[config.mk]
export PLATFORM = sky130hd
export DESIGN_NAME = mem_loader
export DESIGN_NICKNAME = d
export VERILOG_FILES = /design/src/rtl/mem_loader.sv
export SDC_FILE = /design/constraint.sdc
export NUM_CORES = 1
export LEC_CHECK = 0
export BUFFER_PORTS_ARGS = -buffer_cell sky130_fd_sc_hd__buf_2
export CAP_MARGIN = 20
export CORE_MARGIN = 8
export CORE_UTILIZATION = 36
export DETAILED_ROUTE_END_ITERATION = 8
export PLACE_DENSITY = 0.84
export SLEW_MARGIN = 20
export SYNTH_ARGS = -nofsm -noshare
export SYNTH_HDL_FRONTEND = slang
export SYNTH_SLANG_ARGS = --single-unit
export TNS_END_PERCENT = 1
[constraint.sdc]
create_clock -name Clock_i -period 2.1 [get_ports Clock_i]
set_input_delay 0.42 -clock Clock_i [delete_from_list [all_inputs] [get_ports Clock_i]]
set_output_delay 0.42 -clock Clock_i [all_outputs]
set_load 0.02 [all_outputs]
[src/rtl/mem_loader.sv]
// Memory-side front end: streams WORDS words into the shared memory, then releases
// the downstream core from reset and lends it the memory port until it reports Ready.
module mem_loader #(
  parameter int DATA_WIDTH = 16,
  parameter int ADDR_WIDTH = 6,
  parameter int WORDS      = 32
) (
  input  logic                  Clock_i,
  input  logic                  Reset_i,
  input  logic                  Start_i,
  input  logic                  InValid_i,
  input  logic [DATA_WIDTH-1:0] InData_i,
  output logic                  InReady_o,
  output logic                  AccReset_o,
  input  logic                  AccReady_i,
  input  logic [ADDR_WIDTH-1:0] AccAddress_i,
  input  logic                  AccReadEnable_i,
  input  logic                  AccWriteEnable_i,
  input  logic [DATA_WIDTH-1:0] AccDataIN_i,
  output logic [ADDR_WIDTH-1:0] MemAddress_o,
  output logic                  MemReadEnable_o,
  output logic                  MemWriteEnable_o,
  output logic [DATA_WIDTH-1:0] MemDataIN_o,
  output logic [ADDR_WIDTH:0]   LoadCount_o,
  output logic                  Busy_o,
  output logic                  Done_o
);

  typedef enum logic [1:0] {IDLE, LOAD, RUN, DONE} state_t;

  localparam logic [ADDR_WIDTH:0] LAST_IDX = (ADDR_WIDTH + 1)'(WORDS - 1);
  localparam logic [ADDR_WIDTH:0] ONE      = (ADDR_WIDTH + 1)'(1);

  state_t                state_q, state_d;
  logic [ADDR_WIDTH:0]   count_q, count_d;
  // Set after the first RUN cycle so AccReady is ignored while the core settles.
  logic                  settled_q, settled_d;

  always_ff @(posedge Clock_i or posedge Reset_i) begin
    if (Reset_i) begin
      state_q   <= IDLE;
      count_q   <= '0;
      settled_q <= 1'b0;
    end else begin
      state_q   <= state_d;
      count_q   <= count_d;
      settled_q <= settled_d;
    end
  end

  always_comb begin
    state_d          = state_q;
    count_d          = count_q;
    settled_d        = 1'b0;
    InReady_o        = 1'b0;
    AccReset_o       = 1'b1;
    MemAddress_o     = '0;
    MemReadEnable_o  = 1'b0;
    MemWriteEnable_o = 1'b0;
    MemDataIN_o      = '0;
    Busy_o           = 1'b0;
    Done_o           = 1'b0;
    case (state_q)
      IDLE: begin
        if (Start_i) begin
          state_d = LOAD;
          count_d = '0;
        end
      end
      LOAD: begin
        InReady_o = 1'b1;
        Busy_o    = 1'b1;
        if (InValid_i) begin
          MemWriteEnable_o = 1'b1;
          MemAddress_o     = count_q[ADDR_WIDTH-1:0];
          MemDataIN_o      = InData_i;
          count_d          = count_q + ONE;
          if (count_q == LAST_IDX) state_d = RUN;
        end
      end
      RUN: begin
        // The core owns the memory port outright; no registering on this path.
        AccReset_o       = 1'b0;
        Busy_o           = 1'b1;
        MemAddress_o     = AccAddress_i;
        MemReadEnable_o  = AccReadEnable_i;
        MemWriteEnable_o = AccWriteEnable_i;
        MemDataIN_o      = AccDataIN_i;
        settled_d        = 1'b1;
        if (settled_q && AccReady_i) state_d = DONE;
      end
      DONE: begin
        Done_o = 1'b1;
        if (Start_i) begin
          state_d = LOAD;
          count_d = '0;
        end
      end
      default: state_d = IDLE;
    endcase
  end

  assign LoadCount_o = count_q;

endmodule
# ---- Yosys cells after proc, flatten, opt, wreduce, memory -nomap -nowiden
# Cells that the tools add are included.
dict set report classes {
  add_sub_neg 1
  eq_ne 8
  mux 20
  n_reduce_logical 7
}
# cell n
set op_table {}
lappend op_table {{16-bit one-hot mux with 2 select lines} 1}
lappend op_table {{16-bit two-way mux} 1}
lappend op_table {{7-bit two-way mux} 2}
lappend op_table {{7-bit one-hot mux with 2 select lines} 1}
lappend op_table {{6-bit one-hot mux with 2 select lines} 1}
lappend op_table {{2-bit two-way mux} 4}
lappend op_table {{7-bit by 1-bit adder with 7-bit output, second input constant} 1}
lappend op_table {{7-bit by 5-bit == test with 1-bit output, second input constant} 1}
lappend op_table {{1-bit two-way mux} 7}
lappend op_table {{6-bit two-way mux} 1}
lappend op_table {{2-bit != test, second input constant} 3}
lappend op_table {{2-bit one-hot mux with 3 select lines} 1}
lappend op_table {{2-bit == test, second input constant} 2}
lappend op_table {{4-bit AND reduction} 1}
lappend op_table {{2-bit OR reduction} 2}
lappend op_table {{3-bit AND reduction} 1}
lappend op_table {{2-bit by 1-bit == test with 1-bit output, second input constant} 1}
lappend op_table {{2-bit logical NOT} 1}
lappend op_table {{2-bit by 1-bit != test with 1-bit output, second input constant} 1}
lappend op_table {{1-bit one-hot mux with 2 select lines} 1}
lappend op_table {{2-bit nonzero test} 1}
lappend op_table {{1-bit logical AND} 1}
dict set report totals {
  reg_bits 10
  input_bits 45
  out_inout_bits 35
  word_cells 39
}

# ---- Longest topological paths before layout
dict set report logic_depth {
  ltp_word 4
  depth_mapped 7
  mapped_depth_nobuf 6
}

# ---- Least setup slack after synthesis
# OpenSTA, ideal clock, no wires.
dict set report synth_path {
  kind {register to output}
  from {register state_q[0]}
  to {output port MemAddress_o[5]}
  t_arrival_ps 1595
  path_slack_ps 85
  path_stages_with_launch 8
  path_buffers 2
  cell_sequence {dfrtp_1 inv_1 ha_1 inv_2 and3_4 buf_6 buf_6 a22o_1}
}
dict set report synth_between {
  elab_chain_len 2
}
# item line_no
set synth_lines {}
lappend synth_lines {{start, declared} 34} ;# state_t state_q, state_d;
lappend synth_lines {{start signal, assigned} 45} ;# state_q <= state_d;
lappend synth_lines {{2-bit == test or 2-bit by 1-bit == test with 1-bit output (tied branches)} 63} ;# case (state_q)
lappend synth_lines {{6-bit one-hot mux with 2 select lines *} 63}
lappend synth_lines {{end, declared} 20} ;# output logic [ADDR_WIDTH-1:0] MemAddress_o,
# Every way passes the cells marked *; elsewhere a longest branch is shown, timed or not.

# ---- Worst setup path in the final report
dict set report layout_path {
  from {register state_q[1]}
  to {output port MemDataIN_o[14]}
}
dict set report layout_between {
  elab_chain_len 2
}
# item line_no
set layout_lines {}
lappend layout_lines {{2-bit == test or 2-bit by 1-bit == test with 1-bit output (tied branches)} 63}
lappend layout_lines {{16-bit one-hot mux with 2 select lines *} 63}
lappend layout_lines {{end, declared} 23} ;# output logic [DATA_WIDTH-1:0] MemDataIN_o,
# Marks and branches as above.

==> flow_metrics.tcl <==
set metrics [dict create \
    synth-seq-area-share_pct 30.6 \
    std_cell_rows 17 \
    h-tree-depth 1 \
    total_core_area_um2 2190 \
    antenna_found_initial 0 \
    finalSetupViolCount 1 \
    cts.clk_slew.worst_paths_ns 0.07 \
    finalHoldViolCount 0 \
    dpl.cell_count 187 \
    cts_hold_buffers 0 \
    drtIter0Drc 56 \
    initial_core_utilization_pct 37.4 \
    clockRootBuffer "sky130_fd_sc_hd__clkbuf_4" \
    placement.io_buffers 79 \
    vdd.ir_drop.worst_mv 0.744 \
    stdcell_area_um2 1400 \
    slowest_delay_ns 0.43 \
    synth.lib_cells_used.distinct 22 \
    drt_pre_antenna_iters 4 \
    globalplace.congestion 0.964 \
    power_per_cell_area_nw_per_um2 1340 \
    worst-slew-pin-transition_ns 0.381 \
    max_cap_violations 0 \
    cts.sinks 10 \
    synth.yosys.warnings 0 \
    yosysMostFrequentCell "sky130_fd_sc_hd__a22o_1" \
    grt_max_degree 24 \
    drive_above_1_share_pct 58.1 \
    crit_path_start_kind "flop" \
    violations "negative setup slack" \
    synth_top_cell_area_share_pct 30.6 \
    netlist_top_cells_area "sky130_fd_sc_hd__dfrtp_1 31%, sky130_fd_sc_hd__a22o_1 25%, sky130_fd_sc_hd__ha_1 7.6%, sky130_fd_sc_hd__xor2_1 5.4%, sky130_fd_sc_hd__buf_6 4.1%" \
    synth_area_leader_cell "sky130_fd_sc_hd__dfrtp_1" \
    area_of_combinational_cells_with_multiple_inputs_um2 563 \
    netlist_instances 84 \
    area_growth_syn_to_layout_pct 70.5 \
    n_antenna_cell 0 \
    crit_slowest_cell "sky130_fd_sc_hd__dfrtp_1" \
    mappedNetlistArea_um2 818 \
    num-fill-cells 171 \
    place_hpwl_um 2660 \
    die_height_um 63.7 \
    buffer_depth_of_the_longest_clock_path 2 \
    vias_in_the_first_global_route 1069 \
    synth_area_per_cell_um2 9.74 \
    grt-ovfl-total 0 \
    crit_path_cell_trace "ha_4 -> inv_4 -> and3_4 -> a22o_1 -> buf_2" \
    finalWorstSetupSlack_ns -0.000548 \
    dieWidth_um 63.7 \
    place_worst_setup_slack_ns 0.0510 \
    share_of_synthesized_flip_flops_with_an_asynchronous_set_or_reset_pct 100 \
    synth-edff-count 0 \
    vias 1050 \
    timing_max_transition_violations_final 0 \
    ys_dominant_reg_cell "sky130_fd_sc_hd__dfrtp_1" \
    timing.critical_path.fanout_max 6 \
    period_needed_ns 2.10 \
    routed_wire_length_per_instance_um 18.9 \
    grt_setup_unrepaired "yes" \
    timing.max_slew.rel_slack_pct 74.6 \
    first_pass_grt_wire_length_um 5290 \
    setup.worst_path.end_class "output port" \
    cts_tree "built" \
    ys_ff_latch 10 \
    totalWireLength_um 3680 \
    fp.dieArea_um2 4050 \
    syn-num-nets 134 \
    ys_top_cells_by_count "23 x sky130_fd_sc_hd__a22o_1, 10 x sky130_fd_sc_hd__dfrtp_1, 7 x sky130_fd_sc_hd__nor2_1" \
    power.leakage_nw 0.801 \
    drc_errors 0 \
    top_level_ports 80 \
    final-instance-count-excl-fill 195 \
    status "finished, violations left" \
    groute.usage.overall_pct 16.3 \
    drt-vias-per-instance 5.38 \
    place_area_um2 1220 \
    min-delay-path-class "in -> async" \
    cts-buffers-inserted 3 \
    finish.net_count 219 \
    worstPathArrival_ns 1.68 \
    timing_worst_setup_path_type "reg -> out" \
    clock.fmax_mhz 476 \
    detail-route-antenna-nets 0 \
    cp_data_required_time_ns 1.68 \
    timing.clock.skew_ns 0.00303 \
    clk-insertion-delay-late_ns 0.27 \
    fin_crit_sh_pct 100 \
    sequential_cell_area_um2 250 \
]
[critical path: cells and delay by family (launching register included)]
family	cells	cell delay (ns)
buf+inv	2	0.22
flops	1	0.43
simple gates	1	0.17
compound gates	1	0.25
fa+ha+maj	1	0.33
[final timing paths]
kind | startpoint | to | slack (ns) | cells after the start
worst max-delay path | state_q[1]$_DFFE_PP0P_ | MemDataIN_o[14] | -0.0005 | 5
worst min-delay path | Reset_i | state_q[1]$_DFFE_PP0P_ | 0.11 | 2
worst max register to register | state_q[1]$_DFFE_PP0P_ | LoadCount_o[4]$_DFFE_PP0P_ | 0.40 | 6
worst min register to register | LoadCount_o[6]$_DFFE_PP0P_ | LoadCount_o[6]$_DFFE_PP0P_ | 0.59 | 2
max in group asynchronous | Reset_i | LoadCount_o[1]$_DFFE_PP0P_ | 1.72 | 2
min in group Clock_i | Start_i | LoadCount_o[6]$_DFFE_PP0P_ | 0.57 | 3
[kinds of logic (layout without fill, tap and decap cells)]
family                   Yosys count  count (layout)  synth area share, %
AND/OR/NAND/NOR                   23              26                 15.3
flip-flops                        10              10                 30.6
AO/OA/AOI/OAI                     26              26                 27.8
buffers and inverters             11              91                 8.10
XOR/XNOR                           5               5                 5.35
adder cells (fa/ha/maj)            5               5                 7.65
multiplexers                       4               4                 5.20
[power breakdown]
group | leakage, nW | internal (mW) | switching, mW | total [mW]
Sequential | 0.132 | 0.239 | 0.0523 | 0.292
Combinational | 0.655 | 0.616 | 0.818 | 1.43
Clock | 0.0138 | 0.0664 | 0.0724 | 0.139
[what timing repair did]
| item | in CTS | in global routing |
|---|---|---|
| buffers inserted | 1 | 1 |
| resized for setup | 6 | 26 |
| gates cloned | 2 | 1 |
| pin swaps | 1 | 12 |
| endpoints found under the setup margin | 23 | 23 |
[metrics by stage]
step,power [mW],hold slack [ns],util (%),TNS (ns)
2_1_floorplan,1.09,0.260,-,0
3_3_place_gp,1.38,0.412,55.9,0
3_5_place_dp,1.43,0.416,55.9,0
4_1_cts,1.67,0.128,59.1,0
5_1_grt,1.95,0.139,63.7,-0.255
6_report,1.86,0.110,63.7,-0.000548
[sequential cells by signal, summed over array words and instances, names as in the netlist]
| register | flops |
|---|---|
| LoadCount_o | 7 |
| settled_q | 1 |
| state_q | 2 |
[metal layers]
metal | GRT usage, % | part of all wire [%]
met3 | 7.42 | 9.2
met2 | 31.2 | 53
met1 | 14.3 | 34
met5 | 0 | 0
met4 | 6.69 | 3.3
[placed cells by master (no fill, tap or decap), drive strengths merged]
master / netlist / layout
mux2: 2 / 2
o211a: 1 / 1
clkbuf: 0 / 3
a21o: 1 / 1
dfrtp: 10 / 10
xor2: 5 / 5
nor2: 7 / 7
inv: 6 / 6
nand2b: 1 / 1
buf: 5 / 82
and3: 2 / 5
a31o: 1 / 1
a22o: 23 / 23
nand4: 3 / 3
and2: 2 / 2
and4: 2 / 2
mux2i: 2 / 2
ha: 5 / 5
nand3: 3 / 3
nand2: 3 / 3
[area by class of cell]
cell class / count / area share [%]
Tap cell: 28 / 2.51
Clock buffer: 3 / 1.61
Inverter: 6 / 1.79
Sequential cell: 10 / 17.9
Multi-Input combinational cell: 66 / 40.4
Timing Repair Buffer: 82 / 35.8
Note: power is estimated with default switching activity, not from simulation.
